--- src/rtl/crc8_pkg.sv ---
// Shared types and helpers for the bit-serial CRC-8 frame controller.
// Holds the FSM state enum, default polynomial/seed and the single-bit CRC update.
package crc8_pkg;

    typedef enum logic [1:0] {
        IDLE  = 2'd0,
        SHIFT = 2'd1,
        DONE  = 2'd2
    } state_t;

    localparam logic [7:0] CRC8_POLY = 8'h07;
    localparam logic [7:0] CRC8_INIT = 8'h00;

    // One MSB-first polynomial step; the x^8 term is implicit in the feedback bit.
    function automatic logic [7:0] crc8_step(input logic [7:0] crc,
                                             input logic       bit_in,
                                             input logic [7:0] poly);
        logic fb;
        fb = crc[7] ^ bit_in;
        return {crc[6:0], 1'b0} ^ (fb ? poly : 8'h00);
    endfunction

endpackage

--- src/rtl/crc8_lfsr.sv ---
// Bit-serial CRC-8 register: one polynomial step per shift, reseeded by load.
module crc8_lfsr
    import crc8_pkg::*;
#(
    parameter logic [7:0] POLY = CRC8_POLY,
    parameter logic [7:0] INIT = CRC8_INIT
) (
    input  logic       clk,
    input  logic       rst,
    input  logic       shift,
    input  logic       load,
    input  logic       bit_in,
    output logic [7:0] crc
);

    // Reseed wins over shifting so an abort never folds in a stray bit.
    always_ff @(posedge clk or posedge rst) begin
        if (rst) begin
            crc <= INIT;
        end else if (load) begin
            crc <= INIT;
        end else if (shift) begin
            crc <= crc8_step(crc, bit_in, POLY);
        end
    end

endmodule

--- src/rtl/crc8_frame_ctrl.sv ---
// Byte-stream front end for the serial CRC-8 engine: valid/ready intake,
// MSB-first serialization, and per-frame result reporting.
module crc8_frame_ctrl
    import crc8_pkg::*;
#(
    parameter logic [7:0] POLY = CRC8_POLY,
    parameter logic [7:0] INIT = CRC8_INIT
) (
    input  logic       clk,
    input  logic       rst,
    input  logic       clr,
    input  logic [7:0] in_data,
    input  logic       in_valid,
    input  logic       in_last,
    output logic       in_ready,
    output logic [7:0] crc_out,
    output logic       crc_valid,
    output logic       crc_ok,
    output logic       busy
);

    state_t     state;
    state_t     state_next;
    logic [7:0] byte_reg;
    logic [2:0] bit_cnt;
    logic       last_flag;
    logic [7:0] crc;
    logic [7:0] crc_final;
    logic       shift;
    logic       load;
    logic       accept;
    logic       frame_end;

    crc8_lfsr #(
        .POLY(POLY),
        .INIT(INIT)
    ) u_lfsr (
        .clk   (clk),
        .rst   (rst),
        .shift (shift),
        .load  (load),
        .bit_in(byte_reg[7]),
        .crc   (crc)
    );

    // The last bit's step is computed here so the result can be published on DONE entry.
    assign crc_final = crc8_step(crc, byte_reg[7], POLY);

    always_comb begin
        state_next = state;
        in_ready   = 1'b0;
        shift      = 1'b0;
        load       = 1'b0;
        accept     = 1'b0;
        frame_end  = 1'b0;
        crc_valid  = (state == DONE);
        if (clr) begin
            state_next = IDLE;
            load       = 1'b1;
        end else begin
            case (state)
                IDLE: begin
                    in_ready = 1'b1;
                    if (in_valid) begin
                        accept     = 1'b1;
                        state_next = SHIFT;
                    end
                end
                SHIFT: begin
                    shift = 1'b1;
                    if (bit_cnt == 3'd7) begin
                        state_next = last_flag ? DONE : IDLE;
                        frame_end  = last_flag;
                    end
                end
                DONE: begin
                    load       = 1'b1;
                    state_next = IDLE;
                end
                default: state_next = IDLE;
            endcase
        end
    end

    always_ff @(posedge clk or posedge rst) begin
        if (rst) begin
            state     <= IDLE;
            byte_reg  <= 8'h00;
            bit_cnt   <= 3'd0;
            last_flag <= 1'b0;
            crc_out   <= INIT;
            crc_ok    <= (INIT == 8'h00);
            busy      <= 1'b0;
        end else begin
            state <= state_next;
            if (accept) begin
                byte_reg  <= in_data;
                last_flag <= in_last;
                bit_cnt   <= 3'd0;
            end else if (shift) begin
                byte_reg <= {byte_reg[6:0], 1'b0};
                bit_cnt  <= bit_cnt + 3'd1;
            end
            if (frame_end) begin
                crc_out <= crc_final;
                crc_ok  <= (crc_final == 8'h00);
            end
            if (clr || frame_end) begin
                busy <= 1'b0;
            end else if (accept) begin
                busy <= 1'b1;
            end
        end
    end

endmodule

--- config.mk ---
export PLATFORM = sky130hd
export DESIGN_NAME = crc8_frame_ctrl
export DESIGN_NICKNAME = d
export VERILOG_FILES = /design/src/rtl/crc8_pkg.sv /design/src/rtl/crc8_lfsr.sv /design/src/rtl/crc8_frame_ctrl.sv
export SDC_FILE = /design/constraint.sdc
export NUM_CORES = 1
export LEC_CHECK = 0
export CAP_MARGIN = 40
export CORE_AREA = 2 2 69 71
export DETAILED_ROUTE_END_ITERATION = 6
export DIE_AREA = 0 0 71 73
export GPL_TIMING_DRIVEN = 0
export MAX_ROUTING_LAYER = met4
export PLACE_DENSITY = 0.65
export SLEW_MARGIN = 25
export SYNTH_ARGS = -nofsm -noshare
export SYNTH_HDL_FRONTEND = slang
export SYNTH_HIERARCHICAL = 1
export SYNTH_SLANG_ARGS = --single-unit
--- constraint.sdc ---
create_clock -name clk -period 4.05 [get_ports clk]
set_input_delay 1.215 -clock clk [delete_from_list [all_inputs] [get_ports clk]]
set_output_delay 1.215 -clock clk [all_outputs]
set_load 0.01 [all_outputs]
# Word level (Yosys, flattened, before mapping)
# Cells that the tools add are included.
# W data, S select, Z words.
[op_classes] addsub=1 eq_ne=5 muxes=26 bitwise_logic=2 n_reduce_logical=7
[op_table] operator="$mux W8" n=4
[op_table] operator="$mux W1" n=14
[op_table] operator="$mux W3" n=3
[op_table] operator="$logic_not A8 Y1" n=1
[op_table] operator="$mux W2" n=4
[op_table] operator="$xor A8 B8 Y8" n=1
[op_table] operator="$ne A3 B3 Y1 const B" n=2
[op_table] operator="$reduce_bool A2 Y1" n=3
[op_table] operator="$pmux W2 S2" n=1
[op_table] operator="$add A3 B1 Y3 const B" n=1
[op_table] operator="$eq A3 B3 Y1 const B" n=1
[op_table] operator="$eq A2 B1 Y1 const B" n=1
[op_table] operator="$eq A2 B2 Y1 const B" n=1
[op_table] operator="$logic_not A2 Y1" n=1
[op_table] operator="$reduce_and A2 Y1" n=1
[op_table] operator="$logic_or A1 B1 Y1" n=1
[op_table] operator="$xor A1 B1 Y1" n=1
[word_totals] register_bits=32 out_inout_bits=12 word_cells=49

# Logic depth before layout (Yosys ltp)
# Gate-level depths: netlist of run 1.
[logic_depth] word_depth=6 mapped_depth=8 ltp_nobuf=5

# Modules after synthesis
# The synthesis of run 1 kept the hierarchy.
[by_module_without_submodules] module="crc8_frame_ctrl" n_inst=1 cells_each=87 area_each_um2=1114.8
[by_module_without_submodules] module="crc8_lfsr" n_inst=1 cells_each=33 area_each_um2=376.6

# Worst setup path before layout of run 1
# OpenSTA, ideal clock, no wires.
[synth_path] path_type="input-to-reg" start="in clr" end="reg u_lfsr.crc[2]" setup_ps=104 t_arrival_ps=2603 t_required_ps=3946 setup_slack_ps=1343 path_stages=8 path_buffers=3 cell_sequence="or3b_1 buf_6 inv_6 buf_12 buf_6 inv_2 or4_1 o311ai_1"
[synth_via] elab_chain_len=2
[synth_rtl] element="start, declared" line="crc8_frame_ctrl.sv:11" text="input logic clr,"
[synth_rtl] element="$mux W1" line="crc8_frame_ctrl.sv:57" text="if (clr) begin"
[synth_rtl] element="via shift" line="crc8_frame_ctrl.sv:29" text="logic shift;"
[synth_rtl] element="$reduce_bool A2 Y1 (no line)"
[synth_rtl] element="end signal, assigned" line="crc8_lfsr.sv:23" text="crc <= crc8_step(crc, bit_in, POLY);"
[synth_rtl] element="end, declared" line="crc8_lfsr.sv:13" text="output logic [7:0] crc"
# The timed path passes the listed nets, and every way through them passes these cells.
# A chain may end at the register's enable or synchronous reset.

# Final worst setup path of run 1
[layout_path] start="in clr" end="out in_ready"
[layout_via] elab_chain_len=1
[layout_rtl] element="$mux W1" line="crc8_frame_ctrl.sv:57"
[layout_rtl] element="end, declared" line="crc8_frame_ctrl.sv:15" text="output logic in_ready,"
# Every way passes these cells.

==> summary.md, run 1 <==
| Metric | Value |
|---|---|
| Leading cell type in the layout, fill and taps excluded | `dfrtp_1` |
| FF+latch count, synth | `32` |
| Crit end category | `output pin` |
| Detailed placer's ending HPWL | `2.18 mm` |
| Critical Path RT | `2.83 ns` |
| Final cycle utilization of the critical path | `90.3%` |
| CTS max path bufs | `2` |
| TritonCTS Buffers | `5` |
| Tightest Hold Check Type | `reg -> reg` |
| Path depth of the worst reg2reg path | `8` |
| Levels on crit path | `3` |
| Peak Freq | `0.274 GHz` |
| Crit Path Class | `in -> out` |
| Reg2reg end | `u_lfsr/crc[2]` |
| Sink Count | `32` |
| Status | `completed` |
| Crit path DAT | `2.44 ns` |
| Worst slew pin tran | `0.541 ns` |
| Hold path endpoint | `byte_reg[3]` |
| Std-Cell Rows | `25` |
| Die ar. | `0.00518 mm^2` |
| Syn Std Cell Area | `0.00149 mm^2` |
| Chip Height | `73 um` |
| Initial antenna violation count | `0` |
| Syn_nets | `136` |
| Clock root buffer | `clkbuf_8` |
| CP dominant cell by count | `clkdlybuf4s50_1` |
| DR pass1 iterations | `5` |
| Slew headroom | `63.9%` |
| First-pass GRT wire length | `4.75 mm` |
| Max-cap viol count | `0` |
| Commonest cells after routing, fill and taps aside | `dfrtp_1 (31), clkdlybuf4s50_1 (24), mux2_2 (8), nor2_1 (8)` |
| # IOs | `25` |
| Starting Density | `32.9%` |
| Peak fanout along the critical path | `5` |
| Library cells used by synthesis | `37` |
| Leakage | `0.906 nW` |
| Worst hold start | `byte_reg[3]` |
| Worst reg-to-reg setup slack | `1.96 ns` |
| Final setup viols | `0` |
| Area Overhead vs Synth | `28.9%` |
| Core Util, Final | `42.4%` |
| Worst-path cell chain | `clkdlybuf4s50_1 -> nor3_1 -> clkdlybuf4s50_1` |
| Seq/Total Area, Yosys | `53.8%` |
| Synth warnings | `6` |
| CTS Hold Bufs | `0` |
| Reg clk slew, reported paths | `0.06 ns` |
| Sum of negative setup slack | `0 ns` |
| Post-Syn Instances | `120` |
| CP peak stage delay | `0.56 ns` |
| CTS tree | `built` |
| Top delay family on crit path | `buffers and inverters` |
| Placer Congestion | `0.861` |
| Resized cells post-CTS | `0` |
| Clock skew | `0.00418 ns` |
| CP max-delay cell | `clkdlybuf4s50_1` |
| Final Net Count | `168` |
| H-tree Lvls | `2` |
| Later-pin clock latency in the skew report | `0.28 ns` |
| Hold Path Stages | `1` |
| Post-route minimum period | `3.66 ns` |
| DR WL/cell | `13.9 um` |
| Chip width | `71 um` |
| Number of global-route vias before repair | `1043` |
| CP Buf/Inv Count | `2` |
| Fill count | `417` |
| N_diodes | `0` |
| Core Box Area | `0.00454 mm^2` |
| Worst setup SP type | `input pin` |
| Worst vdd ir | `0.000349 V` |
| Largest net degree at the start of global routing | `14` |
| Post-Syn Area per Cell | `12.4 um^2` |
| PD cells | `418 mW/mm^2` |
| Number of DRC markers in iteration 0 | `76` |
| RSZ-0062 raised after global routing | `no` |
| Crit Reg-Reg Startpoint | `state[1]` |
| Share of cells above drive strength 1 | `18.3%` |
| Buffers on Ports | `24` |
| Vias post-DR | `1029` |
| Slew Limit Fails | `0` |
| Total power | `0.804 mW` |
| Final Hold Viols | `0` |
| Vias/cell | `4.97` |
| Final ANT Viol Nets | `0` |
| Number of post-CTS setup repair buffers | `0` |
| Routed wire length | `2.88 mm` |
| Total congestion overflow | `0` |
| GRT Overall Usage | `12.6%` |
| Remaining DRCs | `0` |
worst register-to-register path: cells and delay by family (launching register included):
| kind | cells | cell delay, ns |
|---|---|---|
| simple gates | 2 | 0.88 |
| compound gates | 1 | 0.10 |
| buf+inv | 5 | 0.56 |
| flops | 1 | 0.45 |
area by class of cell:
type / instances / area, um^2 / area share [%]
flip-flops and latches: 32 / 802 / 41.7
inverters: 5 / 23.8 / 1.24
clock inverters: 2 / 35.0 / 1.82
multi-input cells: 78 / 613 / 31.9
plain buffers: 5 / 52.6 / 2.73
well taps: 54 / 67.6 / 3.52
clock buffers: 6 / 72.6 / 3.78
repair buffers: 25 / 255 / 13.3
logic make-up after synthesis:
group,share of synthesized area [%]
AOI/OAI and AO/OA,13.7
xor gates and xnor gates,2.94
adders and majority gates,2.52
buffers and inverters,5.12
DFF,53.8
muxes,9.40
and+or+nand+nor,12.6
stage by stage:
step | hold WS (ns) | setup slack (ns) | cell area, um^2 | std cells
floorplan | 0.450 | 1.34 | 1490 | 120
global placement | 0.461 | 0.402 | 1800 | 198
detailed placement | 0.470 | 0.395 | 1810 | 199
CTS | 0.484 | 0.390 | 1920 | 207
global route | 0.505 | 0.358 | 1920 | 207
finish | 0.480 | 0.395 | 1920 | 207
cells in the mapped netlist, drive strengths merged:
master   n  share of area (%)
dfrtp   31                 52
nor2     9                3.4
mux2     8                6.0
a21o     7                3.5
a22o     7                4.1
nand2    7                1.8
buf      5                3.5
inv      5                1.6
mux2i    5                3.4
o21ai    4                1.3
xnor2    4                2.3
a21oi    3                1.0
ha       3                2.5
nand3b   2                1.0
o21bai   2                1.0
or4      2                1.0
a211oi   1               0.50
and2b    1               0.59
dfstp    1                1.8
nand4b   1               0.59
nor2b    1               0.42
nor3     1               0.34
nor4     1               0.42
nor4b    1                1.6
o211ai   1               0.50
o311ai   1               0.59
o31ai    1               0.50
o41ai    1               0.59
or2      1               0.42
or2b     1               0.50
or3b     1               0.59
xor2     1               0.59
layer usage:
layer  track usage [%]  routed length, um  vias up
li1                  -                  -      496
met1              13.5               1250      496
met2              20.4               1410       29
met3              4.28                138        8
met4              7.13                 78        0
met5                 -                  0        -
power breakdown:
part           switching, mW  internal (mW)  total, mW  leakage, nW
combinational         0.0587         0.0688      0.128        0.426
sequential            0.0258          0.356      0.381        0.424
clock                  0.113          0.182      0.295       0.0552
worst max-delay path by stage:
stage / from / endpoint
3_3_place_gp: clr / in_ready
2_1_floorplan: clr / u_lfsr/crc[2]
6_report: clr / in_ready
3_5_place_dp: clr / in_ready
4_1_cts: clr / in_ready
5_1_grt: clr / in_ready
Note: power is estimated with default switching activity, not from simulation.
==> run 2: changes to the inputs <==
--- a/config.mk
+++ b/config.mk
@@ -6,12 +6,13 @@
 export NUM_CORES = 1
 export LEC_CHECK = 0
 export CAP_MARGIN = 40
-export CORE_AREA = 2 2 69 71
+export CORE_AREA = 2 2 65 67
 export DETAILED_ROUTE_END_ITERATION = 6
-export DIE_AREA = 0 0 71 73
+export DIE_AREA = 0 0 67 69
 export GPL_TIMING_DRIVEN = 0
 export MAX_ROUTING_LAYER = met4
-export PLACE_DENSITY = 0.65
+export PLACE_DENSITY = 0.71
+export SKIP_CTS_REPAIR_TIMING = 1
 export SLEW_MARGIN = 25
 export SYNTH_ARGS = -nofsm -noshare
 export SYNTH_HDL_FRONTEND = slang
==> run 2 against run 1 <==
  * Combinational power shrank 3%
  * Clock-buffer cell count is the same
  * Final area is 1.0% lower
  * Highest routed layer unchanged
==> summary.md, run 2 (synthesis results as in run 1) <==
| Metric | Value |
|---|---|
| Status | `completed` |
| Initial antenna violation count | `0` |
| CTS tree | `built` |
| # IOs | `25` |
| Area Overhead vs Synth | `27.5%` |
| Final Hold Viols | `0` |
| Routed wire length | `2.75 mm` |
| Worst-path cell chain | `clkdlybuf4s50_1 -> nor3_1 -> clkdlybuf4s50_1` |
| Slew headroom | `67.1%` |
| Crit Path Class | `in -> out` |
| Worst reg-to-reg setup slack | `1.96 ns` |
| RSZ-0062 raised after global routing | `no` |
| Placer Congestion | `0.718` |
| Final setup viols | `0` |
| Sink Count | `32` |
| Later-pin clock latency in the skew report | `0.29 ns` |
| Number of DRC markers in iteration 0 | `13` |
| Fill count | `372` |
| Chip width | `67 um` |
| Total congestion overflow | `0` |
| Critical Path RT | `2.83 ns` |
| Final Net Count | `168` |
| Number of global-route vias before repair | `1038` |
| Leakage | `0.902 nW` |
| Crit Reg-Reg Startpoint | `state[1]` |
| Sum of negative setup slack | `0 ns` |
| CP dominant cell by count | `clkdlybuf4s50_1` |
| Commonest cells after routing, fill and taps aside | `dfrtp_1 (31), clkdlybuf4s50_1 (24), mux2_2 (8), nor2_1 (8)` |
| Buffers on Ports | `24` |
| Hold path endpoint | `byte_reg[6]` |
| Std-Cell Rows | `23` |
| Area of the multi-input gates | `613 um^2` |
| Largest net degree at the start of global routing | `14` |
| Worst setup SP type | `input pin` |
| N_diodes | `0` |
| Max-cap viol count | `0` |
| CP max-delay cell | `clkdlybuf4s50_1` |
| Dpl cell area | `0.00181 mm^2` |
| GRT Overall Usage | `14.8%` |
| Vias post-DR | `1003` |
| Post-route minimum period | `3.66 ns` |
| Reg2reg end | `u_lfsr/crc[2]` |
| Vias/cell | `4.94` |
| Starting Density | `38.1%` |
| Share of cells above drive strength 1 | `19.0%` |
| Hold Path Stages | `1` |
| Die ar. | `0.00462 mm^2` |
| CP peak stage delay | `0.56 ns` |
| Clock root buffer | `clkbuf_8` |
| Worst vdd ir | `0.000225 V` |
| Crit path DAT | `2.45 ns` |
| CP Buf/Inv Count | `2` |
| Tightest Hold Check Type | `reg -> reg` |
| Slew Limit Fails | `0` |
| Peak fanout along the critical path | `5` |
| TritonCTS Buffers | `5` |
| Crit end category | `output pin` |
| First-pass GRT wire length | `5.06 mm` |
| CTS max path bufs | `2` |
| DR pass1 iterations | `4` |
| Final cycle utilization of the critical path | `90.4%` |
| Leading cell type in the layout, fill and taps excluded | `dfrtp_1` |
| Final ANT Viol Nets | `0` |
| Sequential Area | `802 um^2` |
| Worst slew pin tran | `0.493 ns` |
| Worst hold start | `byte_reg[6]` |
| Chip Height | `69 um` |
| H-tree Lvls | `2` |
| PD cells | `399 mW/mm^2` |
| Reg clk slew, reported paths | `0.06 ns` |
| Peak Freq | `0.273 GHz` |
| Top delay family on crit path | `buffers and inverters` |
| Design Area, Final | `0.00190 mm^2` |
| Path depth of the worst reg2reg path | `8` |
| Core Box Area | `0.00391 mm^2` |
| Remaining DRCs | `0` |
| Detailed placer's ending HPWL | `2.08 mm` |
| DR WL/cell | `13.5 um` |
| Clock skew | `0.00284 ns` |
run 2: worst max-delay path by stage:
stage	slack (ns)	end	start	depth (start not counted)
2_1_floorplan	1.34	u_lfsr/crc[2]	clr	8
3_3_place_gp	0.39	in_ready	clr	3
3_5_place_dp	0.38	in_ready	clr	3
4_1_cts	0.37	in_ready	clr	3
5_1_grt	0.31	in_ready	clr	3
6_report	0.39	in_ready	clr	3
run 2: layout make-up:
type                       instances  area share, %
tap                               50           3.29
inverter                           5           1.25
sequential                        32           42.2
clock inverter                     2          0.526
multi-input combinational         78           32.2
buffer                             5           2.76
clock buffer                       6           4.34
timing repair buffer              25           13.4
run 2: metal layers:
| metal | up-vias | track usage [%] | part of all wire (%) |
|---|---|---|---|
| met3 | 4 | 4.08 | 4.8 |
| met1 | 485 | 19.5 | 45 |
| met5 | - | - | 0 |
| met2 | 21 | 20.6 | 49 |
| met4 | 0 | 7.48 | 1.5 |
| li1 | 493 | - | - |
run 2: power breakdown:
part           switching, mW  internal, mW
registers             0.0264         0.356
logic                 0.0562        0.0681
clock network          0.118         0.135
total                  0.200         0.559
run 2: through the flow:
step | setup slack (ns) | hold slack [ns] | util (%) | instances | power [mW]
floorplan | 1.34 | 0.450 | - | 120 | 0.472
global placement | 0.393 | 0.459 | 45.8 | 194 | 0.505
detailed placement | 0.380 | 0.473 | 46.2 | 195 | 0.515
CTS | 0.375 | 0.488 | 48.6 | 203 | 0.772
global route | 0.314 | 0.506 | 48.6 | 203 | 0.805
finish | 0.389 | 0.485 | 48.6 | 203 | 0.759
